### src/rtl/arp_pkg.sv
// arp_pkg: ARP protocol constants and resolver state encoding shared by the
// resolver top and its request serializer.
package arp_pkg;

    localparam logic [15:0] ETHERTYPE_ARP = 16'h0806;
    localparam logic [15:0] HTYPE_ETH     = 16'h0001;
    localparam logic [15:0] PTYPE_IPV4    = 16'h0800;
    localparam logic [7:0]  HLEN_ETH      = 8'h06;
    localparam logic [7:0]  PLEN_IPV4     = 8'h04;
    localparam logic [15:0] OPER_REQUEST  = 16'h0001;
    localparam logic [15:0] OPER_REPLY    = 16'h0002;
    localparam logic [47:0] BCAST_MAC     = 48'hFFFF_FFFF_FFFF;

    // Index of the final byte of the 28-byte ARP request payload.
    localparam logic [4:0]  ARP_LAST_IDX  = 5'd27;

    typedef enum logic [1:0] {
        ST_IDLE = 2'd0,
        ST_SEND = 2'd1,
        ST_WAIT = 2'd2,
        ST_DONE = 2'd3
    } arp_state_e;

endpackage

### src/rtl/arp_req_tx.sv
// arp_req_tx: serializes the 28-byte ARP request payload MSB first. A byte
// is presented on tx_data while tx_valid is high and advances only when the
// encoder takes it with tx_next.
module arp_req_tx
    import arp_pkg::*;
#(
    parameter logic [47:0] SHA = 48'hDEADBEEFCAFE,
    parameter logic [31:0] SPA = 32'h69696969
) (
    input  logic        clk,
    input  logic        rst,
    input  logic        start,
    input  logic [31:0] tpa,
    input  logic        tx_next,
    output logic        tx_valid,
    output logic [7:0]  tx_data,
    output logic        last
);

    logic [223:0] frame_s;
    logic [4:0]   idx_q;
    logic         busy_q;
    logic [7:0]   data_q;

    // Picks byte idx (0 = first on the wire) out of the packed payload.
    function automatic logic [7:0] frame_byte(input logic [223:0] frame,
                                              input logic [4:0]   idx);
        logic [7:0] off;
        off = {5'(ARP_LAST_IDX - idx), 3'b000};
        return frame[off +: 8];
    endfunction

    assign frame_s = {HTYPE_ETH, PTYPE_IPV4, HLEN_ETH, PLEN_IPV4, OPER_REQUEST,
                      SHA, SPA, 48'h0000_0000_0000, tpa};

    // Byte pointer and output register; data only moves on a taken byte.
    always_ff @(posedge clk) begin
        if (rst) begin
            busy_q <= 1'b0;
            idx_q  <= 5'd0;
            data_q <= 8'h00;
        end else if (start) begin
            busy_q <= 1'b1;
            idx_q  <= 5'd0;
            data_q <= frame_byte(frame_s, 5'd0);
        end else if (busy_q && tx_next) begin
            if (idx_q == ARP_LAST_IDX) begin
                busy_q <= 1'b0;
                idx_q  <= 5'd0;
                data_q <= 8'h00;
            end else begin
                idx_q  <= idx_q + 5'd1;
                data_q <= frame_byte(frame_s, idx_q + 5'd1);
            end
        end
    end

    assign tx_valid = busy_q;
    assign tx_data  = data_q;
    assign last     = busy_q && (idx_q == ARP_LAST_IDX);

endmodule

### src/rtl/arp_resolver.sv
// arp_resolver: resolves an IPv4 address to a MAC by broadcasting an ARP
// request, waiting for the matching reply, and retransmitting on timeout.
// Build macro ARP_RESOLVER_CACHE_EN adds a single-entry result cache that
// answers a repeated request without touching the wire.
module arp_resolver
    import arp_pkg::*;
#(
    parameter logic [47:0] MAC_ADDR       = 48'hDEADBEEFCAFE,
    parameter logic [31:0] IP_ADDR        = 32'h69696969,
    parameter int          TIMEOUT_CYCLES = 125000000,
    parameter int          MAX_RETRIES    = 3
) (
    input  logic        clk,
    input  logic        rst,
    input  logic        req_valid,
    input  logic [31:0] req_ip,
    output logic        req_ready,
    output logic        res_valid,
    output logic        res_err,
    output logic [47:0] res_mac,
    output logic        tx_start,
    output logic [47:0] tx_dest,
    output logic [15:0] tx_ethertype,
    input  logic        tx_next,
    output logic        tx_valid,
    output logic [7:0]  tx_data,
    input  logic        rx_done,
    input  logic [47:0] rx_sha,
    input  logic [31:0] rx_spa,
    input  logic [47:0] rx_tha
);

    localparam int CNT_W = (TIMEOUT_CYCLES > 1) ? $clog2(TIMEOUT_CYCLES) : 1;
    localparam int RTY_W = (MAX_RETRIES > 0) ? $clog2(MAX_RETRIES + 1) : 1;
    localparam logic [CNT_W-1:0] CNT_LOAD = CNT_W'(TIMEOUT_CYCLES - 1);
    localparam logic [RTY_W-1:0] RTY_MAX  = RTY_W'(MAX_RETRIES);

    arp_state_e       state_q;
    logic [31:0]      ip_q;
    logic [CNT_W-1:0] cnt_q;
    logic [CNT_W-1:0] cnt_d;
    logic [RTY_W-1:0] rty_q;
    logic             req_ready_q;
    logic             res_valid_q;
    logic             res_err_q;
    logic [47:0]      res_mac_q;
    logic             tx_start_q;

    logic             accept_s;
    logic             hit_s;
    logic [47:0]      cache_mac_s;
    logic             match_s;
    logic             expire_s;
    logic             retry_s;
    logic             start_s;
    logic             frame_end_s;
    logic             ser_valid_s;
    logic             ser_last_s;

    assign accept_s    = req_valid && req_ready_q;
    assign match_s     = (state_q == ST_WAIT) && rx_done &&
                         (rx_spa == ip_q) && (rx_tha == MAC_ADDR);
    // The wait expires in the cycle the counter steps down to zero, so the
    // last payload byte is followed by exactly TIMEOUT_CYCLES cycles before
    // the retransmission or the error result appears.
    assign expire_s    = (state_q == ST_WAIT) && (cnt_q <= CNT_W'(1));
    assign retry_s     = expire_s && !match_s && (rty_q < RTY_MAX);
    assign start_s     = (accept_s && !hit_s) || retry_s;
    assign frame_end_s = tx_next && ser_valid_s && ser_last_s;

    arp_req_tx #(
        .SHA (MAC_ADDR),
        .SPA (IP_ADDR)
    ) u_req_tx (
        .clk      (clk),
        .rst      (rst),
        .start    (start_s),
        .tpa      (ip_q),
        .tx_next  (tx_next),
        .tx_valid (ser_valid_s),
        .tx_data  (tx_data),
        .last     (ser_last_s)
    );

`ifdef ARP_RESOLVER_CACHE_EN
    logic [31:0] cache_ip_q;
    logic [47:0] cache_mac_q;
    logic        cache_vld_q;

    // Remember the most recent successful resolution.
    always_ff @(posedge clk) begin
        if (rst) begin
            cache_vld_q <= 1'b0;
            cache_ip_q  <= 32'h0000_0000;
            cache_mac_q <= 48'h0000_0000_0000;
        end else if (match_s) begin
            cache_vld_q <= 1'b1;
            cache_ip_q  <= ip_q;
            cache_mac_q <= rx_sha;
        end
    end

    assign hit_s       = cache_vld_q && (cache_ip_q == req_ip);
    assign cache_mac_s = cache_mac_q;
`else
    assign hit_s       = 1'b0;
    assign cache_mac_s = 48'h0000_0000_0000;
`endif

    // Timeout counter next value: reload at end of frame, count down in WAIT, hold at zero.
    always_comb begin
        cnt_d = cnt_q;
        if (frame_end_s) begin
            cnt_d = CNT_LOAD;
        end else if ((state_q == ST_WAIT) && (cnt_q != {CNT_W{1'b0}})) begin
            cnt_d = cnt_q - CNT_W'(1);
        end else begin
            cnt_d = cnt_q;
        end
    end

    // Resolver FSM with registered handshake and result outputs.
    always_ff @(posedge clk) begin
        if (rst) begin
            state_q     <= ST_IDLE;
            ip_q        <= 32'h0000_0000;
            cnt_q       <= {CNT_W{1'b0}};
            rty_q       <= {RTY_W{1'b0}};
            req_ready_q <= 1'b1;
            res_valid_q <= 1'b0;
            res_err_q   <= 1'b0;
            res_mac_q   <= 48'h0000_0000_0000;
            tx_start_q  <= 1'b0;
        end else begin
            cnt_q       <= cnt_d;
            tx_start_q  <= start_s;
            res_valid_q <= 1'b0;
            case (state_q)
                ST_IDLE: begin
                    if (accept_s) begin
                        ip_q        <= req_ip;
                        rty_q       <= {RTY_W{1'b0}};
                        req_ready_q <= 1'b0;
                        if (hit_s) begin
                            // Cached answer: DONE raises res_valid one cycle later.
                            state_q   <= ST_DONE;
                            res_err_q <= 1'b0;
                            res_mac_q <= cache_mac_s;
                        end else begin
                            state_q <= ST_SEND;
                        end
                    end
                end
                ST_SEND: begin
                    if (frame_end_s) begin
                        state_q <= ST_WAIT;
                    end
                end
                ST_WAIT: begin
                    if (match_s) begin
                        state_q     <= ST_DONE;
                        res_valid_q <= 1'b1;
                        res_err_q   <= 1'b0;
                        res_mac_q   <= rx_sha;
                    end else if (retry_s) begin
                        state_q <= ST_SEND;
                        rty_q   <= rty_q + RTY_W'(1);
                    end else if (expire_s) begin
                        state_q     <= ST_DONE;
                        res_valid_q <= 1'b1;
                        res_err_q   <= 1'b1;
                    end
                end
                ST_DONE: begin
                    if (res_valid_q) begin
                        state_q     <= ST_IDLE;
                        req_ready_q <= 1'b1;
                    end else begin
                        res_valid_q <= 1'b1;
                    end
                end
                default: begin
                    state_q     <= ST_IDLE;
                    req_ready_q <= 1'b1;
                end
            endcase
        end
    end

    assign req_ready    = req_ready_q;
    assign res_valid    = res_valid_q;
    assign res_err      = res_err_q;
    assign res_mac      = res_mac_q;
    assign tx_start     = tx_start_q;
    assign tx_valid     = ser_valid_s;
    assign tx_dest      = BCAST_MAC;
    assign tx_ethertype = ETHERTYPE_ARP;

endmodule

### config.mk
export PLATFORM = sky130hd
export DESIGN_NAME = arp_resolver
export DESIGN_NICKNAME = d
export VERILOG_FILES = /design/src/rtl/arp_pkg.sv /design/src/rtl/arp_req_tx.sv /design/src/rtl/arp_resolver.sv
export SDC_FILE = /design/constraint.sdc
export NUM_CORES = 1
export LEC_CHECK = 0
export CORE_UTILIZATION = 25
export DETAILED_ROUTE_END_ITERATION = 10
export DONT_BUFFER_PORTS = 1
export PLACE_DENSITY = 0.37
export RECOVER_POWER = 50
export REMOVE_ABC_BUFFERS = 1
export SLEW_MARGIN = 30
export SYNTH_ARGS = -nofsm -noshare
export SYNTH_HDL_FRONTEND = slang
export SYNTH_SLANG_ARGS = --single-unit
export TNS_END_PERCENT = 100
### constraint.sdc
create_clock -name clk -period 3.7 [get_ports clk]
set_input_delay 0.74 -clock clk [delete_from_list [all_inputs] [get_ports clk]]
set_output_delay 0.74 -clock clk [all_outputs]
set_load 0.01 [all_outputs]
==> summary.md <==
| Metric | Value |
|---|---|
| Num CTS Buffers | `17` |
| CP Launch Type | `flip-flop` |
| Slew Limit Headroom | `-7.54%` |
| Fillers | `2,817` |
| Clock period minus worst slack | `approximately 2.8 ns` |
| Setup crit end kind | `flip-flop` |
| Post-synth EDFFs | `0` |
| Hpwl dp | `about 13 mm` |
| Crit path buf inv count | `2` |
| Hold Path Stages | `1` |
| Worst EP required | `a little over 4 ns` |
| Max rail drop VDD | `0.226 mV` |
| Drt wl/cell | `16.8 µm` |
| Hold_buf cts | `0` |
| Clock latency on the worst-skew pair | `~0.42 ns` |
| Largest net degree at the start of global routing | `roughly 110` |
| Most frequent cell after synthesis | `dfxtp_1` |
| Synthesis-stage register bit count | `between 100 and 150` |
| Core ar. | `~26,000 µm²` |
| Layout Area Growth over Synthesis | `10.7%` |
| Die Footprint | `27,100 µm²` |
| Placed Cells | `around 1,100` |
| Via Count | `4,968` |
| 1st-iter DRT viols | `approximately 230` |
| Final Cycle Share | `between 70 and 80%` |
| CTS clk-pin slew, worst paths | `roughly 0.07 ns` |
| Synth Cell Area | `about 6600 µm²` |
| Hold Path Class | `input port to flip-flop` |
| Die width | `165 µm` |
| Drt via density | `4.55` |
| Num rows | `59` |
| Synth top area cells | `dfxtp_1, mux2i_1, buf_4, xor2_1, a21oi_1` |
| Final WL | `about 18 mm` |
| Slowest-stage cell, CP | `ha_1` |
| Routed Antenna Nets | `0` |
| Pwr/cell area | `448 nW/µm²` |
| Syn. warnings | `0` |
| # setup viols final | `0` |
| Unrepaired setup endpoints after global routing | `false` |
| Maximum clock insertion buffer count | `2` |
| FMAX | `approximately 0.35 GHz` |
| CTS tree | `yes` |
| Vias in the first global route | `about 4,800` |
| Share of the synthesized area in the top cell type | `39.0%` |
| Post-route DRC | `0` |
| Diode count | `0` |
| Initial antenna violation count | `0` |
| Cell Count, Final, Fillers Out | `around 1,100` |
| RePlAce Congestion | `a little over 0.8` |
| CP arrival | `around 3.2 ns` |
| First-pass GRT wire length | `roughly 28 mm` |
| Total gr overflow | `0` |
| Worst path cell trace | `ha_1 -> inv_1 -> ha_1 -> ha_1 -> xnor2_1 -> xnor2_1 -> buf_4 -> o21ai_0 -> a21oi_1 -> o21ai_0 -> a21oi_1` |
| Total number of cells along the worst setup path | `11` |
| Failing checks | `max-capacitance violations, max-slew violations` |
| Final Skew | `0.0124 ns` |
| Leakage | `approximately 2.7 nW` |
| R2R cell count | `11` |
| Family with the most delay on the worst path | `adder cells` |
| Synth Area per Inst | `about 8.8 µm²` |
| Hold slack | `just under 0.4 ns` |
| Layout cells sized above 1 | `under 10%` |
| CTS H-tree lvls | `4` |
| Number of top-level pins | `290` |
| Length of the first detailed-routing pass in iterations | `4` |
| Slowest stage delay, CP | `0.42 ns` |
| IO Port Bufs | `0` |
| Sink Count | `129` |
| Synth Flop Type | `dfxtp_1` |
| Total track usage | `13.6%` |
| Starting Density | `25.5%` |
| Synth top cells by count | `dfxtp_1, nand2_1, nor2_1` |
| Yosys cell types | `between 50 and 60` |
| Max-cap violations | `1` |
| Seq/Total Area, Yosys | `between 30% and 40%` |
| Final slew viol count | `34` |
| # nets final | `around 900` |
| Root Driver | `clkbuf_16` |
| Post-CTS setup buffers | `0` |
| Critical Setup Path Class | `flip-flop to flip-flop` |
| Flop2flop setup slack | `about 0.88 ns` |
| Die height | `~160 µm` |
| Power Total | `roughly 3.3 mW` |
| Slew @ Worst Pin | `between 1.5 and 2 ns` |
| Crit path max fanout | `13` |
| Post-synthesis cell count | `roughly 760` |
| Post-synth ARST share | `0%` |
| Area leader, netlist | `dfxtp_1` |
| Most used cell, CP | `ha_1` |
| PostCTS Resize Cnt | `0` |
| Status | `finished with violations` |
| Hold Vio Cnt, Final | `0` |
-- where the power goes --
part	leakage [nW]	switching [mW]	internal, mW
Sequential	1.04	0.0315	1.41
Combinational	1.34	0.109	0.0612
Clock	0.289	0.763	0.906
Total	2.67	0.903	2.38
-- sequential cells by signal, summed over array words and instances, names as in the netlist --
name               flops
tx_start               1
u_req_tx.tx_valid      1
res_mac               48
rty_q                  2
state_q                2
res_err                1
u_req_tx.tx_data       8
res_valid              1
cnt_q                 27
u_req_tx.idx_q         5
ip_q                  32
req_ready              1
-- cell usage in the layout, fill, tap and decap left out, types with 15 or more instances in the layout --
master / n
conb_1: 64
dfxtp_1: 129
nor2_1: 75
a21oi_1: 72
xor2_1: 44
nand2_1: 86
nor4_1: 15
clkbuf_16: 17
mux2i_1: 53
-- layout make-up --
class	instances	area [µm²]	share of cell area, %
clock buffers	17	425	5.81
clock inverters	15	159	2.17
inverters	11	41.3	0.563
multi-input cells	575	3610	49.3
flip-flops and latches	129	2580	35.2
well taps	335	419	5.72
repair buffers	11	91.3	1.25
-- final timing paths --
kind	end	from
hold reg to reg	rty_q[1]$_SDFFE_PP0P_	rty_q[1]$_SDFFE_PP0P_
setup reg to reg	u_req_tx.tx_data[3]$_SDFFE_PP0P_	u_req_tx.idx_q[1]$_SDFFE_PP0P_
hold / removal	ip_q[0]$_SDFFE_PP0P_	rst
setup / recovery	u_req_tx.tx_data[3]$_SDFFE_PP0P_	u_req_tx.idx_q[1]$_SDFFE_PP0P_
-- routing by layer --
layer | vias to the layer above | share of wire, % | track usage (%)
li1 | 2467 | - | -
met2 | 207 | 48 | 21.9
met3 | 19 | 5.8 | 3.54
met4 | 0 | 1.8 | 5.05
met5 | - | 0 | 0
met1 | 2275 | 45 | 17.4
-- metrics by stage --
step	worst slack (ns)	util (%)	TNS, ns	cell area, µm²
after floorplan	-6.55	-	-349.82	6220
after global placement	0.603	26.0	0	6750
after detailed placement	0.656	26.0	0	6750
after CTS	0.849	28.2	0	7330
after global routing	0.555	28.2	0	7330
final	0.876	28.2	0	7330
-- kinds of logic after synthesis --
group | count (synthesis) | synth area share (%)
AO/OA/AOI/OAI | 121 | 10.6
XOR/XNOR | 56 | 7.41
adder cells (fa/ha/maj) | 14 | 2.65
buffers and inverters | 113 | 10.1
flip-flops | 129 | 39.0
multiplexers | 61 | 10.4
other | 2 | 0.113
AND/OR/NAND/NOR | 259 | 19.7
Power figures use the tool's default switching activity.
